--- config.mk ---
export PLATFORM = sky130hd
export DESIGN_NAME = fifo_uart_dumper
export DESIGN_NICKNAME = d
export VERILOG_FILES = /design/src/rtl/fifo_uart_dumper_pkg.sv /design/src/rtl/uart_tx_byte.sv /design/src/rtl/fifo_uart_dumper.sv
export SDC_FILE = /design/constraint.sdc
export NUM_CORES = 1
export LEC_CHECK = 0
export BUFFER_PORTS_ARGS = -buffer_cell sky130_fd_sc_hd__buf_2
export CORE_MARGIN = 1
export CORE_UTILIZATION = 53
export CTS_BUF_LIST = sky130_fd_sc_hd__clkbuf_4 sky130_fd_sc_hd__clkbuf_8
export CTS_CLUSTER_DIAMETER = 150
export DETAILED_ROUTE_END_ITERATION = 10
export GPL_TIMING_DRIVEN = 0
export PLACE_DENSITY = 0.83
export SKIP_CTS_REPAIR_TIMING = 1
export SYNTH_ARGS = -nofsm -noshare
export SYNTH_HDL_FRONTEND = slang
export SYNTH_SLANG_ARGS = --single-unit
--- constraint.sdc ---
create_clock -name i_clk -period 2.3 [get_ports i_clk]
set_input_delay 0.345 -clock i_clk [delete_from_list [all_inputs] [get_ports i_clk]]
set_output_delay 0.345 -clock i_clk [all_outputs]
set_load 0.01 [all_outputs]
--- src/rtl/fifo_uart_dumper_pkg.sv ---
// Shared framing constants, FSM encoding and byte-select helper for the FIFO-to-UART dumper.
package fifo_uart_dumper_pkg;

  localparam logic       START_BIT         = 1'b0;
  localparam logic       STOP_BIT          = 1'b1;
  localparam int         DATA_BITS         = 8;
  localparam int         BITS_PER_BYTE     = DATA_BITS + 2;
  localparam int         FRAME_BYTES       = 5;
  localparam logic [7:0] DEFAULT_SYNC_BYTE = 8'hA5;

  typedef enum logic [2:0] {
    ST_IDLE  = 3'd0,
    ST_FETCH = 3'd1,
    ST_WAIT  = 3'd2,
    ST_LATCH = 3'd3,
    ST_SEND  = 3'd4
  } state_t;

  // Byte idx of a 32-bit word, idx 0 being the least significant byte.
  function automatic logic [7:0] word_byte(input logic [31:0] word, input logic [1:0] idx);
    return word[{idx, 3'b000} +: 8];
  endfunction

endpackage

--- src/rtl/uart_tx_byte.sv ---
// 8N1 byte serialiser. o_done marks the last cycle of the stop bit so the next
// byte can be loaded in that same cycle and follow without an idle gap.
module uart_tx_byte
  import fifo_uart_dumper_pkg::*;
#(
  parameter int CLKS_PER_BIT = 434
) (
  input  logic                 i_clk,
  input  logic                 mrst,
  input  logic                 i_load,
  input  logic [DATA_BITS-1:0] i_byte,
  output logic                 o_tx,
  output logic                 o_done
);

  localparam int             CW        = (CLKS_PER_BIT > 2) ? $clog2(CLKS_PER_BIT) : 1;
  localparam logic [CW-1:0]  BAUD_LAST = CW'(CLKS_PER_BIT - 1);
  localparam logic [3:0]     BIT_LAST  = 4'(BITS_PER_BYTE - 1);

  logic                active;
  logic [CW-1:0]       baud_cnt;
  logic [3:0]          bit_idx;
  // Data and stop bits still to go; the start bit goes straight to o_tx on load.
  logic [DATA_BITS:0]  shift;
  logic                bit_end;
  logic                last_bit;

  assign bit_end  = (baud_cnt == BAUD_LAST);
  assign last_bit = (bit_idx == BIT_LAST);
  assign o_done   = active && bit_end && last_bit;

  always_ff @(posedge i_clk or posedge mrst) begin
    if (mrst) begin
      active   <= 1'b0;
      baud_cnt <= '0;
      bit_idx  <= '0;
      shift    <= '0;
      o_tx     <= STOP_BIT;
    end else if (i_load) begin
      active   <= 1'b1;
      baud_cnt <= '0;
      bit_idx  <= '0;
      shift    <= {STOP_BIT, i_byte};
      o_tx     <= START_BIT;
    end else if (active) begin
      if (bit_end) begin
        baud_cnt <= '0;
        if (last_bit) begin
          active  <= 1'b0;
          bit_idx <= '0;
          o_tx    <= STOP_BIT;
        end else begin
          bit_idx <= bit_idx + 4'd1;
          shift   <= {STOP_BIT, shift[DATA_BITS:1]};
          o_tx    <= shift[0];
        end
      end else begin
        baud_cnt <= baud_cnt + CW'(1);
      end
    end
  end

endmodule

--- src/rtl/fifo_uart_dumper.sv ---
// Drains 32-bit words from the channel FIFO and sends each as a 5-byte UART frame:
// sync byte, then the word bytes least significant first.
module fifo_uart_dumper
  import fifo_uart_dumper_pkg::*;
#(
  parameter int         CLKS_PER_BIT = 434,
  parameter logic [7:0] SYNC_BYTE    = DEFAULT_SYNC_BYTE
) (
  input  logic        i_clk,
  input  logic        mrst,
  input  logic        i_enable,
  input  logic        i_empty,
  input  logic [31:0] i_q,
  output logic        o_rdreq,
  output logic        o_tx,
  output logic        o_busy,
  output logic [15:0] o_word_count,
  output state_t      dbg_state
);

  localparam logic [2:0] WORD_BYTES = 3'(FRAME_BYTES - 1);

  state_t      state;
  logic [31:0] word;
  logic [2:0]  byte_idx;
  logic        load;
  logic [7:0]  load_byte;
  logic        tx_done;

  assign dbg_state = state;

  // Loads are issued combinationally so a byte starts on the edge that ends the previous stop bit.
  always_comb begin
    load      = 1'b0;
    load_byte = SYNC_BYTE;
    if (state == ST_LATCH) begin
      load = 1'b1;
    end else if (state == ST_SEND && tx_done && byte_idx < WORD_BYTES) begin
      load      = 1'b1;
      load_byte = word_byte(word, byte_idx[1:0]);
    end
  end

  always_ff @(posedge i_clk or posedge mrst) begin
    if (mrst) begin
      state        <= ST_IDLE;
      o_rdreq      <= 1'b0;
      o_busy       <= 1'b0;
      o_word_count <= '0;
      word         <= '0;
      byte_idx     <= '0;
    end else begin
      o_rdreq <= 1'b0;
      case (state)
        ST_IDLE: begin
          if (i_enable && !i_empty) begin
            state   <= ST_FETCH;
            o_rdreq <= 1'b1;
            o_busy  <= 1'b1;
          end
        end
        ST_FETCH: state <= ST_WAIT;
        ST_WAIT:  state <= ST_LATCH;
        ST_LATCH: begin
          word     <= i_q;
          byte_idx <= '0;
          state    <= ST_SEND;
        end
        ST_SEND: begin
          if (tx_done) begin
            if (byte_idx < WORD_BYTES) begin
              byte_idx <= byte_idx + 3'd1;
            end else begin
              o_word_count <= o_word_count + 16'd1;
              o_busy       <= 1'b0;
              state        <= ST_IDLE;
            end
          end
        end
        default: begin
          state  <= ST_IDLE;
          o_busy <= 1'b0;
        end
      endcase
    end
  end

  uart_tx_byte #(
    .CLKS_PER_BIT(CLKS_PER_BIT)
  ) u_tx (
    .i_clk (i_clk),
    .mrst  (mrst),
    .i_load(load),
    .i_byte(load_byte),
    .o_tx  (o_tx),
    .o_done(tx_done)
  );

endmodule

==> impl_summary.txt <==
----------------------------------------------------
[Synth]
  Number of library cell types mapped by synthesis ... 49
  Most frequently used flop master after synthesis ... sky130_fd_sc_hd__dfrtp_1
  Mapped Avg Cell Area ... 10.2 um^2
  Most frequent cell after synthesis ... sky130_fd_sc_hd__nand2_1
  Post-synth top cells ... 109 x sky130_fd_sc_hd__nand2_1, 79 x sky130_fd_sc_hd__dfrtp_1, 16 x sky130_fd_sc_hd__nand3_1, 15 x sky130_fd_sc_hd__nor2_1, 12 x sky130_fd_sc_hd__clkbuf_1
  Top cells by area in the synthesized netlist ... sky130_fd_sc_hd__dfrtp_1 52%, sky130_fd_sc_hd__nand2_1 11%, sky130_fd_sc_hd__mux4_2 4.7%
  Number of nets in the synthesized netlist ... 416
  EDFF count, synth ... 0
  Cell area after synthesis ... 0.00380 mm^2
  Cell type with the largest total area after synthesis ... sky130_fd_sc_hd__dfrtp_1
  Count of synthesis-stage warnings from yosys ... 0
  Sequential fraction of the synthesis area ... 0.527
  Proportion of netlist area held by the largest area contributor ... 0.520
  Synth Register Bits ... 80
  Gate count after technology mapping ... 374
  Async S/R FF share, synth ... 1.00

[Detailed routing]
  Drt wl/cell ... 15.7 um
  Drt first pass iters ... 4
  Final wirelength ... 8710 um
  Vias ... 3094
  Post-detailed-route via-to-cell ratio ... 5.58
  Number of DRC violations after detailed routing ... 0
  Antenna viol nets, final ... 0
  Count of routing violations after the opening detailed-route iteration ... 226

[Cells and area]
  Area added between synthesis and finish ... 20.7%
  Nets ... 495
  Final-layout fill cell count ... 533
  Share of cells above drive strength 1 ... 0.260
  Diode count ... 0
  Post-route non-filler standard cell count ... 554

[Clock tree]
  CTS Sinks ... 80
  Clock tree from TritonCTS ... built
  Clock H-tree levels ... 3
  TritonCTS buffer count ... 9
  Clock insertion delay at the later pin of the skew report ... 0.35 ns
  Post-CTS clock slew at the launch and capture registers of the worst setup and hold paths ... 0.08 ns
  Clock tree buffer depth ... 2
  Cell chosen for the clock root ... sky130_fd_sc_hd__clkbuf_8

[Global route]
  Global route overflow ... 0
  Vias in the first global route ... 3077
  Number of antenna violations at the first check in global routing ... 0
  Wire length of the first global-routing pass ... 14200 um
  Overall fraction of global-route tracks in use ... 0.244
  Pin count of the biggest net entering global routing ... 44

[Setup path]
  Worst path top cell family by delay ... simple AND/OR/NAND/NOR gates
  Worst setup path endpoint ... o_word_count[6]
  Most numerous cell on the critical path ... sky130_fd_sc_hd__or4_4
  Slowest CP cell ... sky130_fd_sc_hd__or4b_4
  Kind of critical path ... flip-flop to flip-flop
  Slowest Stage Delay on Critical Path ... 0.58 ns
  Worst Path Buf+Inv ... 0
  Number of cell instances on the worst register-to-register path ... 4
  Maximum fanout along the worst path ... 6
  Required time at the worst-slack endpoint ... 2.54 ns
  Logic depth of the worst setup path including buffers ... 4
  Reg-to-reg endpoint ... o_word_count[6]
  Launch point of the worst path ... u_tx.baud_cnt[3]
  Kind of start point of the critical path ... flip-flop
  Cell breakdown of the critical path ... or4b_4 -> or4_4 -> or4_4 -> xnor2_2
  Arrival @ worst endpoint ... 2.51 ns
  Crit. End Element ... flip-flop
  Register-to-register setup slack ... 0.04 ns
  Beginning of the worst register-to-register path ... u_tx.baud_cnt[3]

[Floorplanning]
  Die Outline Area ... 0.00751 mm^2
  Starting density of the core ... 0.553
  Die Span X ... 86.7 um
  Die extent in y ... 86.7 um
  Standard cell core area ... 0.00687 mm^2
  Num ports ... 58
  FP Rows ... 30

[Placed design]
  Total placed cells including tap cells ... 528
  Post-DP HPWL ... 5750 um
  Post-placement setup slack ... -0.199 ns
  Port bufs ... 57
  Routability Congestion ... 0.913

[Timing]
  Max frequency ... 442 MHz
  Final worst slack ... 0.0385 ns
  Worst Tran Pin Value ... 0.830 ns
  Post-route fraction of the period consumed by the critical path ... 0.983
  Final min period ... 2.26 ns
  Setup repair after global routing missed its margin ... no
  Max-slew violation total from the final report ... 0
  Layout Skew ... 0.00986 ns
  Hold WS ... 0.138 ns
  Number of failing hold endpoints at the final stage ... 0
  Worst slew slack as a fraction of its limit ... 0.445
  Setup violations, final ... 0

[Pwr]
  P per Cell Area ... 592 mW/mm^2
  Static leakage ... 0.00217 uW
  Peak supply drop ... 0.000562 V
  Power, Total ... 2720 uW

[Min path]
  Hold WC Path Type ... primary input to async pin

[Job]
  Max_cap viols ... 0

[Run status]
  Result of the run ... finished clean

----------------------------------------------------
## logic make-up after synthesis
group | count (synthesis) | share of synthesized area
muxes | 15 | 0.0662
and+or+nand+nor | 194 | 0.246
buffers and inverters | 25 | 0.0260
DFF | 80 | 0.527
xor gates and xnor gates | 21 | 0.0504
AOI/OAI and AO/OA | 33 | 0.0639
adders and majority gates | 6 | 0.0198
## final cells by class
type / count / area, um^2 / share of cell area
Tap cell: 96 / 120 / 0.0262
Timing Repair Buffer: 70 / 395 / 0.0862
Clock inverter: 5 / 80.1 / 0.0175
Buffer: 17 / 75.1 / 0.0164
Sequential cell: 80 / 2010 / 0.437
Clock buffer: 11 / 145 / 0.0317
Multi-Input combinational cell: 269 / 1740 / 0.379
Inverter: 6 / 26.3 / 0.00573
## cell usage in the layout, fill, tap and decap left out, drive strengths merged, types with 7 or more instances in the layout
cell and n:
clkbuf 22, nor2 15, dfrtp 79, nand3 16
mux4 8, nand2b 7, buf 76, xor2 10
nand4 8, nand2 109, xnor2 11
## flip-flops by register name, indices dropped and copies added, names as in the netlist, 3 cells and up
signal and flops:
word 32, o_word_count 16, u_tx.shift 9, u_tx.bit_idx 4
u_tx.baud_cnt 9, dbg_state 3, byte_idx 3
## power by group
| part | leakage [uW] | switching (uW) | internal [uW] | total [uW] |
|---|---|---|---|---|
| clock | 0.000109 | 512 | 651 | 1160 |
| combinational | 0.00108 | 54.3 | 47.2 | 102 |
| sequential | 0.000982 | 16.4 | 1430 | 1450 |
| total | 0.00217 | 583 | 2130 | 2720 |
## how the worst min path moves through the flow
| stage | start | slack [ns] | end |
|---|---|---|---|
| after floorplan | u_tx.shift[8] | 0.44 | u_tx.shift[8] |
| after global placement | word[17] | 0.45 | word[17] |
| after detailed placement | o_word_count[15] | 0.46 | o_word_count[15] |
| after CTS | mrst | 0.16 | word[18] |
| after global routing | i_q[12] | 0.17 | word[12] |
| final | mrst | 0.14 | word[18] |
## stage by stage
| step | cell area [um^2] | TNS [ns] | utilization |
|---|---|---|---|
| after detailed placement | 4250 | -1.03 | 0.618 |
| after CTS | 4470 | -1.28 | 0.651 |
| after global placement | 4230 | -0.798 | 0.615 |
| after floorplan | 3820 | 0 | - |
| final | 4590 | 0 | 0.668 |
| after global routing | 4590 | 0 | 0.668 |
## worst register-to-register path, cell delays in order (launching register included)
cell and delay, ns:
sky130_fd_sc_hd__dfrtp_2 0.43, sky130_fd_sc_hd__or4b_4 0.59, sky130_fd_sc_hd__or4_4 0.49, sky130_fd_sc_hd__or4_4 0.51
sky130_fd_sc_hd__xnor2_2 0.14
## metal layers
layer,track usage,part of all wire
met5,0,0
met4,0.0742,0.011
met3,0.0743,0.061
met2,0.392,0.49
met1,0.319,0.44
(Power assumes the default switching activity.)
